File: src/rtl/divider_datapath.sv
// divider_datapath: shift-subtract datapath executing init/left/right/sub micro-ops for a WIDTH-bit unsigned divider
module divider_datapath #(
  parameter int WIDTH = 8,
  parameter int CW = $clog2(WIDTH)
) (
  input  logic             clk,
  input  logic             reset,
  input  logic [WIDTH-1:0] dividend,
  input  logic [WIDTH-1:0] divisor,
  input  logic             init,
  input  logic             left,
  input  logic             right,
  input  logic             sub,
  output logic             cnt_is_0,
  output logic             divisor_is_0,
  output logic             dvsr_less_than_dvnd,
  output logic             shifted_divisor_MSB,
  output logic [WIDTH-1:0] quotient,
  output logic [WIDTH-1:0] remainder
);
  localparam logic [CW-1:0] CNT_MAX = CW'(WIDTH - 1);
  logic [WIDTH-1:0] rem, dvsr, quot;
  logic [CW-1:0]    cnt;
  logic             le, q_bit, do_right, do_left;
  // status flags and op qualification, all from pre-edge register values
  always_comb begin
    le                  = dvsr <= rem;
    q_bit               = sub & le;
    do_right            = right & ~left;
    do_left             = left & ~right & ~dvsr[WIDTH-1] & (cnt != CNT_MAX);
    cnt_is_0            = cnt == '0;
    divisor_is_0        = dvsr == '0;
    dvsr_less_than_dvnd = le;
    shifted_divisor_MSB = dvsr[WIDTH-1];
    quotient            = quot;
    remainder           = rem;
  end
  // working registers; init overrides every other op, subtract is gated so rem never underflows
  always_ff @(posedge clk or posedge reset) begin
    if (reset) begin
      rem  <= '0;
      dvsr <= '0;
      quot <= '0;
      cnt  <= '0;
    end else if (init) begin
      rem  <= dividend;
      dvsr <= divisor;
      quot <= '0;
      cnt  <= '0;
    end else begin
      if (q_bit) rem <= rem - dvsr;
      if (do_right) begin
        dvsr <= dvsr >> 1;
        quot <= {quot[WIDTH-2:0], q_bit};
        cnt  <= (cnt == '0) ? '0 : cnt - 1'b1;
      end else if (do_left) begin
        dvsr <= dvsr << 1;
        cnt  <= cnt + 1'b1;
      end
    end
  end
endmodule

File: config.mk
export PLATFORM = sky130hd
export DESIGN_NAME = divider_datapath
export DESIGN_NICKNAME = d
export VERILOG_FILES = /design/src/rtl/divider_datapath.sv
export SDC_FILE = /design/constraint.sdc
export NUM_CORES = 1
export LEC_CHECK = 0
export CAP_MARGIN = 20
export CORE_UTILIZATION = 35
export CTS_BUF_LIST = sky130_fd_sc_hd__clkbuf_16
export CTS_CLUSTER_SIZE = 28
export DETAILED_ROUTE_END_ITERATION = 7
export PLACE_DENSITY = 0.65
export SYNTH_ARGS = -nofsm -noshare
export SYNTH_HDL_FRONTEND = slang
export SYNTH_SLANG_ARGS = --single-unit
File: constraint.sdc
create_clock -name clk -period 2.3 [get_ports clk]
set_input_delay 0.345 -clock clk [delete_from_list [all_inputs] [get_ports clk]]
set_output_delay 0.345 -clock clk [all_outputs]
set_load 0.02 [all_outputs]
== After elaboration in Yosys (flattened, before gate mapping) ==
Index checks and enable logic that the tools add are counted.
Widths: inputs -> output; s select.
Storage, ports and cells
  bits in registers: 27
  input port bits: 22
  output and inout bits: 20
Cells by class
  $add $sub $neg: 3
  order comparisons: 1
  equal/unequal tests: 1
  muxes and demuxes: 11
  bitwise gates (word level): 8
  reductions and logical operators: 5
Operators by type and width (number)
  $mux 8: 7
  $mux 3: 4
  $le 8x8->1: 1
  $logic_not 8->1: 1
  $sub 8x8->8: 1
  $and 1x1->1: 5
  $reduce_bool 2->1: 2
  $add 3x1->3 const B: 1
  $logic_not 3->1: 1
  $ne 3x3->1 const B: 1
  $not 1->1: 3
  $reduce_bool 3->1: 1
  $sub 3x1->3 const B: 1

== Logic depth before layout (Yosys ltp) ==
  depth after elaboration: 7
  depth in mapped cells: 10

== Least setup slack after synthesis ==
OpenSTA, ideal clock, no wires.
  path kind: register to register
  start: register rem[0], in the netlist remainder[0]
  end: register rem[1], in the netlist remainder[1]
  arrival time: 2058 ps
  required time: 2168 ps
  setup slack: 110 ps
  cell stages (with the launch flop): 11
  buffers on the path: 1
  cell sequence: dfrtp_1 -> inv_1 -> ha_1 -> inv_1 -> fa_1 -> a211oi_2 -> o21ai_1 -> a22oi_2 -> buf_4 -> mux2i_1 -> o21ai_1
On the way
  cells in the longest elaborated chain, start to end: 3
Ends and longest elaborated chain
  start, declared: line 22  | logic [WIDTH-1:0] rem, dvsr, quot;
  start signal, assigned: line 46  | rem <= dividend;
  start signal, assigned: line 51  | if (q_bit) rem <= rem - dvsr;
  $sub 8x8->8 or $le 8x8->1 (tied branches): line 51, 27
  $mux 8 or $and 1x1->1 (tied branches): line 51, 28
  $mux 8 or $reduce_bool 2->1 (tied branches)
Several ways; a longest one is shown, not always the timed one. The select of a mux whose other input is x is not followed.
A chain may end at the register's enable or synchronous reset.

== Worst setup path in the final report ==
  start: register rem[0], in the netlist remainder[0]
  end: output dvsr_less_than_dvnd
On the way
  cells in the longest elaborated chain, start to end: 1
Ends and longest elaborated chain
  $le 8x8->1: line 27  | le = dvsr <= rem;
  end, declared: line 16  | output logic dvsr_less_than_dvnd,
Every way passes these cells.

==> results.py <==
metrics = {
    "sta": {
        "hold_violations": 0,
        "setup_viol": 0,
        "max_slew.worst_pin.slew_ps": 358,
        "fmax_ghz": 0.436,
        "slew_headroom_pct": 75.8,
        "setup_ws_ps": 7.06,
        "slew_viol_final": 0,
        "fin_crit_sh_pct": 99.7,
        "finClkSkew_ps": 2.71,
        "rsz0062_at_grt": "true",
        "min_period_ps": 2290,
        "tns_ps": 0,
    },
    "flow_run": {
        "maxCapViolCount": 0,
    },
    "floorplan": {
        "fp.dieArea_sq_mm": 0.00539,
        "die_h_um": 73.5,
        "rows": 25,
        "io_pins": 42,
        "die_x_um": 73.5,
        "core-area_sq_mm": 0.00482,
        "start_util_pct": 37.1,
    },
    "clock_tree": {
        "ctsLongestPathBuffers": 2,
        "tritoncts": "built",
        "clk_pin_slew_ps": 70,
        "postCtsHoldBufs": 0,
        "clock_sinks": 27,
        "cts_root_buffer": "clkbuf_16",
        "htreeDepth": 1,
        "insertion_delay_ps": 260,
        "cts_buffers": 3,
    },
    "synthesis": {
        "ys_top_cells_by_area": "dfrtp_1, ha_1, nand2_1",
        "syn_avg_cell_area_sq_um": 8.39,
        "synth_fp_nets": 249,
        "synthDistinctLibCells": 41,
        "synth_commonest_cells": "nand2_1, a21oi_1, dfrtp_1, inv_1, ha_1",
        "syn_inst": 213,
        "synth_seq_cells": 27,
        "ys.flop_type": "dfrtp_1",
        "async_flop_share_pct": 100,
        "yosysSeqAreaShare_pct": 37.8,
        "synth_area_sq_mm": 0.00179,
        "synth_top_cell_area_share_pct": 37.8,
        "yosys_warnings": 0,
        "synth_edf_count": 0,
        "synth.most_common_cell": "nand2_1",
        "yosys.area.top_type": "dfrtp_1",
    },
    "cells_and_area": {
        "nets": 304,
        "diodes": 0,
        "drive_gt1_share_pct": 13.1,
        "syn2layout_area_growth_pct": 39.6,
        "nFillCells": 487,
    },
    "global_route": {
        "grt_pass1_vias": 1574,
        "gr-usage-met3_pct": 1.92,
        "antenna_found_initial": 0,
        "grtUsageTotal_pct": 16.9,
        "overflow": 0,
        "use_met2_pct": 27.8,
        "gr-max-usage-layer": "met2",
        "use_met1_pct": 23.6,
        "grt_pass1_wl_mm": 7.17,
        "grt_max_degree": 28,
    },
    "setup_path": {
        "slowest_delay_ps": 390,
        "worstPathMaxFanout": 2,
        "crit_chain": "inv_2 -> ha_4 -> inv_2 -> fa_2 -> a211oi_4 -> o21ai_2 -> a21o_1 -> buf_2",
        "crit_type": "reg2out",
        "worst-path-buf-inv": 3,
        "crit_top_cell": "inv_2",
        "cp.required_ps": 1960,
        "cp-end-kind": "primary output",
        "start_kind": "flip-flop",
        "path_delay_family": "compound AO/OA/AOI/OAI gates",
        "critPathSlowestCell": "dfrtp_1",
        "arrival_ps": 1950,
    },
    "power_and_ir_drop": {
        "p_leak_nw": 1.09,
        "power_density_mw_per_mm2": 827,
        "ir_worst_vdd_v": 0.000320,
    },
    "routing": {
        "ant_nets": 0,
        "post-route-drc-count": 0,
        "vias": 1617,
        "drt_pre_antenna_iters": 4,
        "routed_wl_mm": 4.23,
        "first_iter_violations": 76,
        "wl_per_cell_um": 12.6,
        "via_per_inst": 4.84,
    },
    "place": {
        "place_ws_ps": -139,
        "io_buffers": 41,
        "gp_congestion": 0.821,
        "dp_hpwl_mm": 3.15,
    },
    "min_path": {
        "hold_class": "in2async",
    },
    "status": {
        "status": "finished clean",
    },
}
worst paths after layout:
path / endpoint / slack (ps) / from / cells after the start
setup / recovery: dvsr_less_than_dvnd / 7 / remainder[0]$_DFFE_PP0P_ / 8
hold / removal: remainder[4]$_DFFE_PP0P_ / 440 / reset / 3
setup reg to reg: remainder[0]$_DFFE_PP0P_ / 40 / remainder[0]$_DFFE_PP0P_ / 11
hold reg to reg: dvsr[6]$_DFFE_PP0P_ / 520 / dvsr[6]$_DFFE_PP0P_ / 2
max in group asynchronous: dvsr[6]$_DFFE_PP0P_ / 1590 / reset / 3
min in group clk: dvsr[6]$_DFFE_PP0P_ / 520 / dvsr[6]$_DFFE_PP0P_ / 2
cells by family after synthesis:
logic type / Yosys count / synth area share (%)
fa+ha+maj: 14 / 10.2
simple gates: 74 / 18.6
buf+inv: 26 / 5.95
xor+xnor: 5 / 2.45
flops: 27 / 37.8
compound gates: 59 / 20.4
mux: 8 / 4.55
layer usage:
layer | vias to the layer above | wire, um
met5 | - | 0
met4 | 0 | 38
met3 | 4 | 154
met2 | 38 | 1960
met1 | 739 | 2070
li1 | 836 | -
power by group:
| group | switching, mW | internal, mW |
|---|---|---|
| combinational | 0.537 | 0.508 |
| sequential | 0.0637 | 0.540 |
| clock | 0.177 | 0.237 |
| total | 0.778 | 1.28 |
flip-flops by register name, summed over array words and instances (netlist names):
signal and count:
remainder 8, dvsr 8, cnt 3, quotient 8
cell usage in the layout (no fill, tap or decap), types with 2 or more instances in the layout:
cell type        Yosys  layout
nand2_1             43      43
a21o_1               2       2
dfrtp_1             27      27
o21a_1               2       2
buf_4                1      19
nor3_1               4       4
clkbuf_16            0       3
o21ai_1              8       7
inv_1               15      13
nor2_1              11      10
nor2b_1              3       3
xor2_1               3       3
ha_1                13      12
a21oi_1             27      27
nand4_1              3       3
clkdlybuf4s50_1      0      39
o31ai_1              2       2
nand2b_1             3       3
xnor2_1              2       2
inv_2                0       2
mux2i_1              7       7
o21ai_0              7       7
metrics by stage:
stage / utilization [%] / instances / area (sq um) / power, mW / hold WS [ps]
final: 51.8 / 334 / 2490 / 2.06 / 442
after floorplan: - / 213 / 1790 / 1.23 / 398
after detailed placement: 49.4 / 330 / 2380 / 1.61 / 512
after global routing: 51.8 / 334 / 2490 / 2.20 / 487
after CTS: 51.3 / 335 / 2470 / 2.03 / 461
after global placement: 49.4 / 330 / 2380 / 1.59 / 493
worst reg2reg max path: stages (launching register included):
cell and delay (ps):
dfrtp_1 390, inv_2 80, ha_4 130, inv_2 40, fa_2 380, a211oi_4 260, o21ai_2 100, buf_4 140
a22oi_2 150, buf_6 160, mux2i_1 70, mux2_2 260
cell type report:
class	count	area [sq um]	share of cell area, %
Clock buffer	3	75.1	3.01
Clock inverter	1	7.51	0.301
Inverter	15	56.3	2.26
Multi-Input combinational cell	160	1040	41.6
Sequential cell	27	676	27.1
Tap cell	67	83.8	3.36
Timing Repair Buffer	61	558	22.4
timing repair:
item,4_1_cts,5_1_grt
setup buffers,1,0
setup endpoints to repair,3,7
gates resized for setup,7,8
endpoints found under the hold margin,0,0
pin swaps,2,6
(Power assumes the default switching activity.)
